## src/rtl/usc_rv_iss_opq_if.sv

```systemverilog
// Decode/issue-side bundle of the usc_rv_iss_opq in-order op queue.
// Enqueue groups are accepted on any edge where enq_rdy=1; ops offered while enq_rdy=0 are dropped
// and decode must hold them. deq_take counts the window lanes consumed on an edge, taken from lane 0 up.
interface usc_rv_iss_opq_if #(
   parameter int DEPTH = 8,
   parameter int OP_W  = 64,
   parameter int LANES = 2
);
   logic [LANES-1:0]               enq_vld;
   logic [LANES*OP_W-1:0]          enq_op;
   logic                           enq_rdy;
   logic [LANES-1:0]               deq_vld;
   logic [LANES*OP_W-1:0]          deq_op;
   logic [$clog2(LANES+1)-1:0]     deq_take;
   logic [$clog2(DEPTH+1)-1:0]     count;

   modport master (
      output enq_vld, enq_op, deq_take,
      input  enq_rdy, deq_vld, deq_op, count
   );

   modport slave (
      input  enq_vld, enq_op, deq_take,
      output enq_rdy, deq_vld, deq_op, count
   );
endinterface

```

## src/rtl/usc_rv_iss_opq.sv

```systemverilog
// In-order issue op queue: LANES-wide enqueue, LANES-wide issue window, variable take from the head.
// Optional same-cycle enqueue->issue bypass when the queue is nearly empty: define USC_RV_OPQ_BYPASS_EN.
module usc_rv_iss_opq #(
   parameter int DEPTH = 8,
   parameter int OP_W  = 64,
   parameter int LANES = 2
) (
   input  logic             clk,
   input  logic             reset,
   input  logic             flush,
   usc_rv_iss_opq_if.slave  opq
);
   localparam int PW = $clog2(DEPTH);
   localparam int CW = $clog2(DEPTH+1);

   logic [OP_W-1:0]        r_mem [DEPTH];
   logic [PW-1:0]          r_head;
   logic [PW-1:0]          r_tail;
   logic [CW-1:0]          r_count;

   logic                   w_kill;
   logic [CW:0]            w_free;
   logic                   w_rdy;
   logic [CW-1:0]          w_n_vld;
   logic [CW-1:0]          w_n_enq;
   logic [CW-1:0]          w_n_win;
   logic [CW-1:0]          w_req;
   logic [CW-1:0]          w_n_take;
   logic [CW-1:0]          w_n_skip;
   logic [LANES-1:0]       w_deq_vld;
   logic [LANES*OP_W-1:0]  w_deq_op;

   assign w_kill = reset | flush;

   // Ready looks only at registered occupancy so it stays off the take path.
   assign w_free = (CW+1)'(DEPTH) - {1'b0, r_count};
   assign w_rdy  = ~w_kill & (w_free >= (CW+1)'(LANES));

   always_comb begin
      w_n_vld = '0;
      for (int i = 0; i < LANES; i++) begin
         w_n_vld = w_n_vld + CW'(opq.enq_vld[i]);
      end
   end

   assign w_n_enq = w_rdy ? w_n_vld : '0;

   always_comb begin
      w_deq_vld = '0;
      w_deq_op  = '0;
      for (int i = 0; i < LANES; i++) begin
         if (CW'(i) < r_count) begin
            w_deq_vld[i]               = 1'b1;
            w_deq_op[i*OP_W +: OP_W]   = r_mem[r_head + PW'(i)];
         end
`ifdef USC_RV_OPQ_BYPASS_EN
         else begin
            // Lane i shows accepted enqueue lane j where j = i - count.
            for (int j = 0; j < LANES; j++) begin
               if ((CW'(j) < w_n_enq) && ((r_count + CW'(j)) == CW'(i))) begin
                  w_deq_vld[i]             = 1'b1;
                  w_deq_op[i*OP_W +: OP_W] = opq.enq_op[j*OP_W +: OP_W];
               end
            end
         end
`endif
      end
      if (w_kill) begin
         w_deq_vld = '0;
      end
   end

   always_comb begin
      w_n_win = '0;
      for (int i = 0; i < LANES; i++) begin
         w_n_win = w_n_win + CW'(w_deq_vld[i]);
      end
   end

   assign w_req    = CW'(opq.deq_take);
   assign w_n_take = (w_req < w_n_win) ? w_req : w_n_win;
   // Ops consumed straight out of the enqueue group never land in storage.
   assign w_n_skip = (w_n_take > r_count) ? (w_n_take - r_count) : '0;

   always_ff @(posedge clk) begin
      if (w_kill) begin
         r_head  <= '0;
         r_tail  <= '0;
         r_count <= '0;
      end else begin
         r_head  <= r_head + PW'(w_n_take);
         r_tail  <= r_tail + PW'(w_n_enq);
         r_count <= r_count + w_n_enq - w_n_take;
      end
   end

   // Skipped lanes keep their slot offset so surviving ops stay at tail+j, matching head'.
   always_ff @(posedge clk) begin
      for (int j = 0; j < LANES; j++) begin
         if (!w_kill && (CW'(j) < w_n_enq) && (CW'(j) >= w_n_skip)) begin
            r_mem[r_tail + PW'(j)] <= opq.enq_op[j*OP_W +: OP_W];
         end
      end
   end

   assign opq.enq_rdy = w_rdy;
   assign opq.deq_vld = w_deq_vld;
   assign opq.deq_op  = w_deq_op;
   assign opq.count   = r_count;
endmodule

```

## src/flat_wrapper.sv

```systemverilog
// flat-port wrapper written by rule: the top's interface ports become plain ports
module usc_rv_iss_opq_flat 
#(
   parameter int DEPTH = 8,
   parameter int OP_W  = 64,
   parameter int LANES = 2
)
  (clk, reset, flush, opq_enq_vld, opq_enq_op, opq_deq_take, opq_enq_rdy, opq_deq_vld, opq_deq_op, opq_count);
  usc_rv_iss_opq_if #(.DEPTH(DEPTH), .OP_W(OP_W), .LANES(LANES)) opq_i ();
  input  logic clk;
  input  logic reset;
  input  logic flush;
  input wire logic [$bits(opq_i.enq_vld)-1:0] opq_enq_vld;
  input wire logic [$bits(opq_i.enq_op)-1:0] opq_enq_op;
  input wire logic [$bits(opq_i.deq_take)-1:0] opq_deq_take;
  output wire logic [$bits(opq_i.enq_rdy)-1:0] opq_enq_rdy;
  output wire logic [$bits(opq_i.deq_vld)-1:0] opq_deq_vld;
  output wire logic [$bits(opq_i.deq_op)-1:0] opq_deq_op;
  output wire logic [$bits(opq_i.count)-1:0] opq_count;
  assign opq_i.enq_vld = opq_enq_vld;
  assign opq_i.enq_op = opq_enq_op;
  assign opq_i.deq_take = opq_deq_take;
  assign opq_enq_rdy = opq_i.enq_rdy;
  assign opq_deq_vld = opq_i.deq_vld;
  assign opq_deq_op = opq_i.deq_op;
  assign opq_count = opq_i.count;
  usc_rv_iss_opq #(.DEPTH(DEPTH), .OP_W(OP_W), .LANES(LANES)) u_core (.clk(clk), .reset(reset), .flush(flush), .opq(opq_i));
endmodule
```

## config.mk

```make
export PLATFORM = sky130hd
export DESIGN_NAME = usc_rv_iss_opq_flat
export DESIGN_NICKNAME = d
export VERILOG_FILES = /design/src/rtl/usc_rv_iss_opq_if.sv /design/src/rtl/usc_rv_iss_opq.sv /design/src/flat_wrapper.sv
export SDC_FILE = /design/constraint.sdc
export NUM_CORES = 1
export LEC_CHECK = 0
export CORE_MARGIN = 1
export CORE_UTILIZATION = 55
export CTS_CLUSTER_SIZE = 12
export DETAILED_ROUTE_END_ITERATION = 16
export PLACE_DENSITY = 0.77
export RECOVER_POWER = 100
export SLEW_MARGIN = 25
export SYNTH_ARGS = -nofsm -noshare
export SYNTH_HDL_FRONTEND = slang
export SYNTH_SLANG_ARGS = --single-unit
```

## constraint.sdc

```tcl
create_clock -name clk -period 14.9 [get_ports clk]
set_input_delay 2.98 -clock clk [delete_from_list [all_inputs] [get_ports clk]]
set_output_delay 2.98 -clock clk [all_outputs]
set_load 0.1 [all_outputs]
```

==> results <==
- The full die area is 57,000 um2.
- Of the cells placed in the final design, the portion with a size suffix greater than 1 is 0.298.
- Entering global routing, the biggest net connects 168 pins.
- The type of the setup path with the least slack is input pin to register.
- The checks that failed: max-capacitance violations, max-slew violations.
- The internal portion of the total power is 2.82 mW.
- The first global-routing pass estimated 125,000 um of wire.
- Clock-pin slew was measured on the worst setup and hold paths at 60 ps.
- For the worst setup path, the data required time is 15,030 ps.
- The count of standard-cell rows is 86.
- The routability congestion estimate from global placement is 0.804.
- The completed layout was analyzed and its total power is 4.66 mW.
- The number of nets in the synthesized netlist is 2,035.
- The total CTS buffers is 55.
- For this run, the slowest stage of the critical path takes 2550 ps.
- The worst setup path is launched from an input pin.
- In this run, the number of DRC markers left after iteration 0 of detailed routing was 1,877.
- The sequential power share is 0.360.
- The cell with the biggest individual delay on the critical path is clkbuf_1.
- The post-CTS setup buffer count is 0.
- In this run the tool buffered the top-level ports with 269 buffer cells.
- For the worst flop-to-flop path, the logic depth is 17.
- The maximum clock skew at final layout is 16.5 ps.
- Wires add up to 82,500 um.
- The effective utilization at floorplan is 0.558.
- The share of the cycle needed by the critical path after routing is 0.748.
- The overall die width is 239 um.
- The placed wire-length estimate is 48,400 um.
- The unique cell type count in the Yosys netlist is 40.
- The number of enable-type register cells in the synthesized netlist is 512.
- The antenna violation net count after detailed routing is 0.
- The number of global-route vias before repair was 20,000.
- For this run, the number of Yosys warnings is 0.
- The CTS tree is yes.
- Summing all placed instances gives a cell area of 33,800 um2.
- The setup TNS is 0 ps.
- The sequential share of the synthesized area is 0.505.
- The area of the core is 55,200 um2.
- The final number of setup-violating endpoints is 0.
- The clock net in this run drives a total of 522 sinks.
- The power density over the cells is 132 nW/um2.
- In the final routed layout, each cell accounts on average for 28.7 um.
- The cell area that synthesis handed to floorplanning was 30,800 um2.
- The shortest clock period the worst path allows after layout is 11,150 ps.
- The category of cells accounting for the largest share of critical-path delay is buffers and inverters.
- The cell at the root of the clock tree is clkbuf_16.
- STA classifies the critical path endpoint as a register.
- The final number of max-transition violations is 784.
- The worst ir drop on vdd is 198 uV.
- Before antenna repair, the detailed router went through 6 iterations.
- The most frequently used flop master after synthesis is edfxtp_1.
- After synthesis, the cell types taking the most area are edfxtp_1 (50%), mux4_2 (19%), mux2_2 (10%).
- The critical path crosses 16 cells after its start point.
- The tightest min-delay check is of the register to register type.
- The number of buffers on the longest clock path is 3.
- The synthesized instance count is 1,879.
- The detailed router placed 19,000 vias in this run.
- The remaining max-slew budget at the tightest pin is -2.23.
- The average cell area after synthesis is 16.4 um2.
- Of the post-synthesis cell area, the dominant cell type holds 0.499.
- The signal on the critical path passes through dlygate4sd3_1 > or2_0 > nor2_1 > ha_1 > inv_1 > ha_1 > nor2_1 > o22a_1 > nor2_1 > fa_1 > nand2_1 > or4_1 > nand3_1 > nand3_1 > o21bai_1 > clkbuf_1.
- Fill cells in the final layout number 3,970.
- The switching part of the total is 0.395.
- The share of total power dissipated in the clock network is 0.285.
- In the synthesized netlist the async set-or-reset flop fraction comes to 0.
- The total DRC errors in the routed layout is 0.
- The most numerous cell type found on the critical path is nor2_1.
- Derived from the worst setup path, the maximum achievable clock frequency is 0.0897 GHz.
- The synthesized design spends more area on one cell type than any other, namely edfxtp_1.
- The power dissipated by switching net loads is 1.84 mW.
- The pin slew with the least headroom to its limit is 4840 ps.
- The buffer and inverter count on the worst path is 3.
- The cell with the most instances after synthesis is edfxtp_1.
- The combinational group share of total power is 0.355.
- The number of vias per cell is 6.61.
- The number of hold buffers added after CTS was 0.
- The number of storage elements in the synthesis netlist is 522.
- Setup repair after global routing left no endpoint under its margin.
- Pin placement for this block handled 270 I/O pins.
- The number of H-tree branching levels is 2.
- In this run, post-CTS repair resized a total of 0 instances.
- In the global route stage, overall resource usage came out at 0.294.
- The final net count is 2,244.
- The total of max-cap violations is 23.
- Compared with the post-synthesis result, the final layout area differs by 14.7%.
- The post-placement worst setup slack is 6190 ps.
- Once layout is done, the placed cells without fillers occupy 35,400 um2.
- The final count of hold timing violations is 0.
- Sorting the synthesized cells by how often they occur yields edfxtp_1 (512), mux2_2 (277), mux4_2 (256), mux2_1 (235), nand2_1 (132).
- The initial antenna violation count is 9.
- Counting instances, the worst hold path has a depth of 2.
- The post-layout worst setup margin is 3750 ps.
- The leftover overflow at the end of global routing is 0.
- The maximum fanout along the worst path is 45.
- The source-to-sink clock delay at the later pin of the worst-skew pair is 610 ps.
- The static power due to leakage is 11.3 nW.
- STA puts the critical path data arrival time at 11,280 ps.
- The run finished, with violations left.
- The overall die height is 239 um.
==> cell type report <==
cell class	instances	area, um2	area share
Timing Repair Buffer	301	3000	0.0847
Clock inverter	25	210	0.00594
Tap cell	748	936	0.0265
Clock buffer	68	1470	0.0415
Antenna cell	4	10.0	0.000283
Inverter	13	48.8	0.00138
Sequential cell	522	15600	0.441
Multi-Input combinational cell	1195	14100	0.399
==> routing by layer <==
metal	part of all wire	up-vias	wire (um)	GRT usage
li1	-	8030	-	-
met1	0.40	9969	33300	0.400
met2	0.49	851	40400	0.480
met3	0.075	146	6180	0.0515
met4	0.030	10	2500	0.102
met5	0.00070	-	58	0
==> worst paths after layout <==
path                               to  slack [ps]                start
setup reg to reg  u_core.r_mem[4][30]        6080  u_core.opq.count[1]
hold reg to reg      u_core.r_tail[2]         670     u_core.r_tail[2]
setup / recovery  u_core.r_mem[4][30]        3750                reset
hold / removal       u_core.r_tail[2]         670     u_core.r_tail[2]
==> kinds of logic (layout without fill, tap and decap cells) <==
| family | Yosys count | after routing | share of synthesized area |
|---|---|---|---|
| AOI/OAI and AO/OA | 80 | 80 | 0.0142 |
| xor gates and xnor gates | 9 | 9 | 0.00256 |
| adders and majority gates | 21 | 21 | 0.00974 |
| buffers and inverters | 162 | 407 | 0.0387 |
| DFF | 522 | 522 | 0.505 |
| muxes | 833 | 833 | 0.395 |
| other | 0 | 4 | 0 |
| and+or+nand+nor | 252 | 252 | 0.0345 |
==> metrics by stage <==
stage	hold WS [ps]	std cells	util
6_report	671	2876	0.641
5_1_grt	707	2875	0.641
4_1_cts	665	2870	0.643
3_5_place_dp	648	2777	0.613
3_3_place_gp	683	2772	0.610
2_1_floorplan	643	1879	-
==> power groups by stage <==
| stage | clock network [mW] | logic, mW | registers [mW] |
|---|---|---|---|
| 2_1_floorplan | 0 | 1.24 | 1.71 |
| 3_3_place_gp | 0 | 1.68 | 1.70 |
| 3_5_place_dp | 0 | 1.70 | 1.70 |
| 4_1_cts | 1.34 | 1.71 | 1.67 |
| 5_1_grt | 1.39 | 1.71 | 1.68 |
| 6_report | 1.33 | 1.65 | 1.68 |
==> layout by cell type (no fill, tap or decap), types with 11 or more instances in the layout <==
master           netlist  routed
clkbuf_16              0      57
clkbuf_1              58      24
mux2i_1               65      65
edfxtp_1             512     512
mux2_1               235     236
clkinv_1               0      12
inv_1                 13      13
mux2_2               277     276
buf_4                  4      11
nor2_1                84      84
a21oi_1               66      66
clkdlybuf4s50_1        0     136
nand2_1              132     132
ha_1                  16      15
dlygate4sd3_1          0     133
mux4_2               256     256
==> worst reg2reg max path, cell delays in order, from the launching register on <==
cell and delay, ps:
dfxtp_1 520, inv_1 160, ha_1 240, and2_4 150
nor2_1 140, ha_1 190, inv_1 50, ha_1 280
nor2_1 120, o22a_1 260, nor2_1 90, fa_1 560
nand2_1 60, or4_1 470, nand3_1 280, nand3_1 330
o21bai_1 1850, clkbuf_1 2560
==> registers in the layout (all words and copies together), names as in the netlist <==
signal            flops
u_core.r_mem        512
u_core.r_head         3
u_core.r_tail         3
u_core.opq.count      4
No activity file was read; power rests on OpenSTA's default activity.
